### src/rtl/if_fetch_unit.sv
// Instruction-fetch stage: PC generation, req/gnt/rvalid fetch port, prefetch FIFO
// and a registered {pc, inst} output toward the decoder.
module if_fetch_unit #(
  parameter logic [31:0] RESET_PC = 32'h0000_0000,
  parameter int unsigned DEPTH    = 2
) (
  input  logic        clk,
  input  logic        rst,
  input  logic        stall_i,
  input  logic        flush_i,
  input  logic [31:0] flush_pc_i,
  output logic        imem_req_o,
  output logic [31:0] imem_addr_o,
  input  logic        imem_gnt_i,
  input  logic        imem_rvalid_i,
  input  logic [31:0] imem_rdata_i,
  output logic [31:0] pc_o,
  output logic [31:0] inst_o,
  output logic        inst_valid_o
);

  // state | meaning
  // RUN   | issuing fetches, responses go to FIFO or straight to the output
  // DRAIN | redirected; dropping responses that were in flight at the flush
  typedef enum logic {S_RUN, S_DRAIN} state_e;

  localparam int unsigned PW = (DEPTH > 1) ? $clog2(DEPTH) : 1;
  localparam int unsigned CW = $clog2(DEPTH + 1);

  state_e          state_q, state_d;
  logic [31:0]     fetch_pc_q, fetch_pc_d;
  logic [31:0]     resp_pc_q, resp_pc_d;
  logic [CW-1:0]   outst_q, outst_d;
  logic [CW-1:0]   discard_q, discard_d;
  logic [CW-1:0]   count_q, count_d;
  logic [PW-1:0]   rd_ptr_q, rd_ptr_d;
  logic [PW-1:0]   wr_ptr_q, wr_ptr_d;
  logic [31:0]     fifo_pc_q   [DEPTH];
  logic [31:0]     fifo_inst_q [DEPTH];
  logic [31:0]     pc_q, pc_d;
  logic [31:0]     inst_q, inst_d;
  logic            valid_q, valid_d;

  logic            accept;
  logic            rsp_run;
  logic            fifo_empty;
  logic            fifo_full;
  logic            push;
  logic            pop;
  logic [CW:0]     credit_used;
  logic [CW-1:0]   outst_nx;
  logic [31:0]     redirect_pc;

  function automatic logic [PW-1:0] ptr_inc(input logic [PW-1:0] p);
    return (p == PW'(DEPTH - 1)) ? '0 : p + PW'(1);
  endfunction

  assign redirect_pc = flush_pc_i & 32'hFFFF_FFFC;
  assign credit_used = {1'b0, outst_q} + {1'b0, count_q};
  assign fifo_empty  = (count_q == '0);
  assign fifo_full   = (count_q == CW'(DEPTH));

  assign imem_req_o  = !rst && (state_q == S_RUN) && !flush_i && (credit_used < (CW+1)'(DEPTH));
  assign imem_addr_o = fetch_pc_q;

  assign accept  = imem_req_o & imem_gnt_i;
  assign rsp_run = imem_rvalid_i & (state_q == S_RUN);

  // A response bypasses the FIFO only when it can go straight to the output
  assign pop  = !stall_i && !flush_i && !fifo_empty;
  assign push = rsp_run && !flush_i && !(!stall_i && fifo_empty);

  assign outst_nx = outst_q + CW'(accept) - CW'(rsp_run);

  always_comb begin
    state_d    = state_q;
    fetch_pc_d = fetch_pc_q;
    resp_pc_d  = resp_pc_q;
    outst_d    = outst_q;
    discard_d  = discard_q;

    if (accept) fetch_pc_d = fetch_pc_q + 32'd4;
    if (rsp_run) resp_pc_d = resp_pc_q + 32'd4;

    case (state_q)
      S_RUN: begin
        outst_d = outst_nx;
        if (flush_i) begin
          outst_d = '0;
          if (outst_nx != '0) begin
            state_d   = S_DRAIN;
            discard_d = outst_nx;
          end
        end
      end
      S_DRAIN: begin
        if (imem_rvalid_i) begin
          discard_d = discard_q - CW'(1);
          if (discard_q == CW'(1)) state_d = S_RUN;
        end
      end
      default: state_d = S_RUN;
    endcase

    if (flush_i) begin
      fetch_pc_d = redirect_pc;
      resp_pc_d  = redirect_pc;
    end
  end

  always_comb begin
    rd_ptr_d = rd_ptr_q;
    wr_ptr_d = wr_ptr_q;
    count_d  = count_q + CW'(push) - CW'(pop);
    if (pop)  rd_ptr_d = ptr_inc(rd_ptr_q);
    if (push) wr_ptr_d = ptr_inc(wr_ptr_q);
    if (flush_i) begin
      rd_ptr_d = '0;
      wr_ptr_d = '0;
      count_d  = '0;
    end
  end

  always_comb begin
    pc_d    = pc_q;
    inst_d  = inst_q;
    valid_d = valid_q;
    if (flush_i) begin
      inst_d  = 32'h0;
      valid_d = 1'b0;
    end else if (!stall_i) begin
      if (!fifo_empty) begin
        pc_d    = fifo_pc_q[rd_ptr_q];
        inst_d  = fifo_inst_q[rd_ptr_q];
        valid_d = 1'b1;
      end else if (rsp_run) begin
        pc_d    = resp_pc_q;
        inst_d  = imem_rdata_i;
        valid_d = 1'b1;
      end else begin
        inst_d  = 32'h0;
        valid_d = 1'b0;
      end
    end
  end

  always_ff @(posedge clk) begin
    if (rst) begin
      state_q    <= S_RUN;
      fetch_pc_q <= RESET_PC;
      resp_pc_q  <= RESET_PC;
      outst_q    <= '0;
      discard_q  <= '0;
      count_q    <= '0;
      rd_ptr_q   <= '0;
      wr_ptr_q   <= '0;
      pc_q       <= 32'h0;
      inst_q     <= 32'h0;
      valid_q    <= 1'b0;
    end else begin
      state_q    <= state_d;
      fetch_pc_q <= fetch_pc_d;
      resp_pc_q  <= resp_pc_d;
      outst_q    <= outst_d;
      discard_q  <= discard_d;
      count_q    <= count_d;
      rd_ptr_q   <= rd_ptr_d;
      wr_ptr_q   <= wr_ptr_d;
      pc_q       <= pc_d;
      inst_q     <= inst_d;
      valid_q    <= valid_d;
    end
  end

  // FIFO storage needs no reset; count_q qualifies every entry
  always_ff @(posedge clk) begin
    if (push) begin
      fifo_pc_q[wr_ptr_q]   <= resp_pc_q;
      fifo_inst_q[wr_ptr_q] <= imem_rdata_i;
    end
  end

  always_ff @(posedge clk) begin
    if (!rst && push) begin
      a_no_overflow: assert (!(fifo_full && !pop));
    end
  end

  assign pc_o         = pc_q;
  assign inst_o       = inst_q;
  assign inst_valid_o = valid_q;

endmodule

### config.mk
export PLATFORM = sky130hd
export DESIGN_NAME = if_fetch_unit
export DESIGN_NICKNAME = d
export VERILOG_FILES = /design/src/rtl/if_fetch_unit.sv
export SDC_FILE = /design/constraint.sdc
export NUM_CORES = 1
export LEC_CHECK = 0
export ABC_AREA = 1
export CAP_MARGIN = 20
export CORE_ASPECT_RATIO = 0.7
export CORE_UTILIZATION = 50
export CTS_BUF_LIST = sky130_fd_sc_hd__clkbuf_16
export DETAILED_ROUTE_END_ITERATION = 8
export HOLD_SLACK_MARGIN = 0.06
export PLACE_DENSITY = 0.73
export SLEW_MARGIN = 10
export SYNTH_ARGS = -nofsm -noshare
export SYNTH_HDL_FRONTEND = slang
export SYNTH_SLANG_ARGS = --single-unit
### constraint.sdc
create_clock -name clk -period 11.7 [get_ports clk]
set_clock_uncertainty 0.15 [all_clocks]
set_input_delay 2.34 -clock clk [delete_from_list [all_inputs] [get_ports clk]]
set_output_delay 2.34 -clock clk [all_outputs]
set_load 0.01 [all_outputs]
Yosys cells after proc, flatten, opt, wreduce, memory -nomap -nowiden. Memory sizes are Yosys's and may differ from the RTL's. A register that Yosys moved wholly into a read port is not among the register bits. Index checks and enable logic that the tools add are counted.

Add/sub/neg operators: 10. Bitwise logic cells: 5. Reductions and logical operators: 20. Shift operators: 0. Divide/modulo/power cells: 0. Order comparisons: 1. Eq/ne operators: 5. Mux-type cells: 28. $mul: 0.

Operators by type and width (number): 2-to-1 mux 32 bit (8); adder 32 x 3 -> 32 bit (second input constant) (2); 2-to-1 mux 1 bit (14); logical AND 1 bit (8); 2-to-1 mux 2 bit (4); inequality test 2 bit (second input constant) (3); AND reduction 3 bit (2); nonzero test 2 bit (3); logical NOT 1 bit (5); adder 2 x 1 -> 2 bit (2); one-hot mux 2 bit (2 select lines) (1); subtractor 2 x 1 -> 2 bit (2); adder 2 x 2 -> 3 bit (1); less-than comparator 3 x 2 -> 1 bit (second input constant) (1); inverter 1 bit (3); adder 1 bit (second input constant) (2); AND 1 bit (2); == test 2 x 1 -> 1 bit (second input constant) (1); logical NOT 2 bit (1); inequality test 2 x 1 -> 1 bit (second input constant) (1); one-hot mux 1 bit (2 select lines) (1); OR reduction 2 bit (1); subtractor 2 x 1 -> 2 bit (second input constant) (1).

Memories kept: 2. RAM bits: 128. Bits in registers: 138. Bits of input ports: 70. Bits in latches: 0. Bits in read-only memories: 0. Output and inout port bits: 98.

Memories: fifo_inst_q (depth 2, bits a word 32, read ports 1, clocked after Yosys merged registers in 1, wr ports 1, RTL line 39) `logic [31:0] fifo_inst_q [DEPTH];`; fifo_pc_q (depth 2, bits a word 32, read ports 1, clocked after Yosys merged registers in 1, wr ports 1, RTL line 38) `logic [31:0] fifo_pc_q [DEPTH];`.

Longest topological paths before layout.
Word-level depth: 11. Mapped depth: 16. Gate-level depth less buffers: 15.

Least setup slack after synthesis. Ideal clock, no wire load.

Kind: input port to flip-flop. Start point: in flush_i. End point: mem fifo_inst_q[0][0], enable pin. Data required time: 11.068 ns. Slack: 5.641 ns. Cell stages on the path: 6. Path buffers: 1. Arrival: 5.427 ns. Cells stage by stage: buf_6 -> nor2_8 -> inv_2 -> nor2_4 -> o21ai_2 -> nor2_1.

Longest elaborated chain between the ends: 5.

Ends and longest elaborated chain: start, declared (RTL line 10) `input logic flush_i,`; logical NOT 1 bit (RTL line 71) `assign push = rsp_run && !flush_i && !(!stall_i && fifo_empty);`; logical AND 1 bit (2 in series) (RTL line 71); 2-to-1 mux 1 bit (RTL line 177) `if (push) begin`; 2-to-1 mux 1 bit (not written as such) (RTL line 179) `fifo_inst_q[wr_ptr_q] <= imem_rdata_i;`; end, declared (RTL line 39).

No other way between the ends.

Final worst setup path.
Start point: in rst. End point: out imem_req_o.

Longest elaborated chain between the ends: 4.

Ends and longest elaborated chain: start, declared (RTL line 8) `input logic rst,`; logical NOT 1 bit; logical AND 1 bit (3 in series) (RTL line 63) `assign imem_req_o = !rst && (state_q == S_RUN) && !flush_i && (credit_used < (CW+1)'(DEPTH));`; end, declared (RTL line 12) `output logic imem_req_o,`.

No other way between the ends.

==> metrics <==
ys flop type=dfxtp_1; WL per Instance=around 17 um; Synth area leaders=edfxtp_1 31%, dfxtp_1 22%, nand2_1 9.7%; drt drc=0; 1st-pass router iterations=5; Buf+Inv Stages, Crit Path=3; post-synth top area share=~31%; number of synthesized flops with an enable pin=~120; Netlist cell types=between 40 and 50; Root Buffer=clkbuf_16; Worst Reg-to-Reg Cells=10; CP endpoint kind=output pin; launch point of the worst path=rst; Die Area=about 25000 sq um; worst r2r dst=count_q[1]$_SDFF_PP0_; setup_tns=0 ns; CP Depth=6; Post-DP HPWL=roughly 20000 um; Clock Path Buffers=3; Least-Margin Pin Slew=roughly 1.1 ns; Antenna Cells=0; Critical Path AT=3.72 ns; WP data required=9.21 ns; Syn Inst Count=1393; post-CTS setup buffers=0; CTS tree=yes; cell area after synthesis=12000 sq um; Worst path slowest cell=clkdlybuf4s50_1; status=complete, no violations; largest net degree at the start of global routing=96; grt total ovfl=0; register area share after synthesis=53.4%; Yosys Warn Count=0; ANT nets after route=0; # placed instances=1806; synthesized flop and latch total=257; Row Count=46; worst hold path class=reg2reg; largest area contributor in the netlist=edfxtp_1; fmax=161 MHz; Peak supply drop=0.112 mV; Max Cap Viol=0; slowest stage delay, CP=0.55 ns; unrepaired setup endpoints after global routing=false; Clock H-tree levels=1; first-pass GRT wire length=between 50000 and 60000 um; CTS Buf Count=25; initial antenna violation count=0; Placer Congestion=0.873; Worst Setup EP=imem_req_o; Pins Over Slew Limit=0; Mean Syn Cell Area=roughly 8.6 sq um; Final Cycle Share=53.1%; DR vias=approximately 10000; Iter 0 DRT Violations=between 900 and 1000; die height=between 100 and 150 um; crit-path cells=buf_2, buf_4, nor2_2, nand2_1, nor2_1, clkdlybuf4s50_1; Core Area=23100 sq um; worst rel slew slack=between 20 and 30%; Tmin final=just over 6 ns; clock sinks=around 260; via count of the first global-routing pass=about 9400; clk slew on worst S/H paths=about 0.060 ns; synthesis-to-finish area growth=21.7%; Startpoint Class=primary input; Leakage=around 0.0055 uW; chip width=187 um; Final setup violation count=0; hold_buf cts=0; Top delay family on crit path=buffers and inverters; crit path max fanout=60; layout cells sized above 1=under 10%; Starting Density=approximately 52%; Worst-Skew Late Latency=about 0.54 ns; ys async rst share=0%; num ports=approximately 170; Final Util=63.1%; Final Net Count=1600; post-cts sizing count=0; Pwr Density=142 nW/um^2; Port Buffers=about 160; reg2reg start=count_q[1]$_SDFF_PP0_; global-route total usage across every layer=between 20% and 30%; Avg Vias per Cell=roughly 5.5; final non-filler cell total=about 1900; drt total wl=approximately 31000 um; CP Class=in2out; final worst setup slack=~5.5 ns; Final Hold Viols=0; R2R Setup Slk=between 8 and 9 ns; pre-CTS WS=approximately 5.5 ns
cells in the mapped netlist, types with 5 or more instances:
cell      instances
a21oi_1          49
nand4_1           5
o221ai_1         32
inv_1           118
nand3_1          83
dfxtp_1         133
nand2_1         310
a31oi_1          46
nor3_1           32
inv_2             6
nor2_1          165
nor2_4           11
buf_4             7
ha_1              7
clkbuf_1         32
buf_6             5
o21ai_1          20
or2_2            34
o211ai_1         31
o21ai_0          53
edfxtp_1        124
buf_1             5
xor2_1           14
nor2_2           11
nand2_2           5
buf_2            23
through the flow:
stage	total power [uW]	instance area (sq um)	hold WS (ns)
6_report	2070	14600	0.307
3_3_place_gp	1250	13700	0.275
5_1_grt	2140	14600	0.345
4_1_cts	2080	14500	0.298
3_5_place_dp	1260	13700	0.290
2_1_floorplan	1160	12000	0.276
sequential cells by signal (all words and copies together), names as in the netlist, named ones only:
name and cells:
pc_o 30, discard_q 2, outst_q 2, state_q 1, inst_o 32, count_q 2
resp_pc_q 30, wr_ptr_q 1, inst_valid_o 1, fifo_inst_q 64, imem_addr_o 30, rd_ptr_q 1
fifo_pc_q 60
area by class of cell:
type                            count  area, sq um
Clock buffer                       25          626
Clock inverter                     20          213
Fill cell                        1995         8520
Inverter                          125          474
Multi-Input combinational cell    941         4770
Sequential cell                   257         6390
Tap cell                          312          390
Timing Repair Buffer              172         1700
logic make-up after synthesis:
family,Yosys count,synth area share (%)
DFF,257,53.4
buffers and inverters,198,7.04
xor gates and xnor gates,18,1.32
and+or+nand+nor,668,24.8
other,1,0.0313
AOI/OAI and AO/OA,243,12.6
adders and majority gates,8,0.899
how the worst min path moves through the flow:
stage,from,to,slack [ns],cells past startpoint
floorplan,rd_ptr_q$_SDFFE_PP0P_,register,0.28,1
global placement,rd_ptr_q$_SDFFE_PP0P_,register,0.28,1
detailed placement,rd_ptr_q$_SDFFE_PP0P_,register,0.29,1
CTS,rd_ptr_q$_SDFFE_PP0P_,register,0.30,1
global route,rd_ptr_q$_SDFFE_PP0P_,rd_ptr_q$_SDFFE_PP0P_,0.34,1
finish,rd_ptr_q$_SDFFE_PP0P_,register,0.31,1
layer usage:
layer / GRT usage (%) / wire [um]
met5: 0 / 0
met4: 5.87 / 556
met3: 3.55 / 2190
met2: 36.8 / 13100
met1: 39.1 / 15400
worst reg2reg max path, stage by stage, from the launching register on:
cell,delay [ns]
dfxtp_1,0.38
nor2_4,0.13
buf_4,0.77
inv_2,0.60
o21ai_2,0.48
ha_1,0.30
inv_1,0.06
ha_1,0.15
xnor2_1,0.08
or2_2,0.28
a21oi_1,0.12
power breakdown:
part / switching, uW / total [uW] / internal (uW) / leakage (uW)
sequential: 38.4 / 1020 / 981 / 0.00223
clock: 348 / 829 / 480 / 0.000412
combinational: 125 / 221 / 96.0 / 0.00282
total: 511 / 2070 / 1560 / 0.00547
layout by cell type (no fill, tap or decap), types with 34 or more instances in the layout:
master | synthesis | layout
a21oi_1 | 49 | 49
a31oi_1 | 46 | 46
clkdlybuf4s50_1 | 0 | 159
dfxtp_1 | 133 | 132
edfxtp_1 | 124 | 124
inv_1 | 118 | 119
nand2_1 | 310 | 310
nand3_1 | 83 | 83
nor2_1 | 165 | 162
o21ai_0 | 53 | 53
or2_2 | 34 | 34
Note: power is estimated with default switching activity, not from simulation.
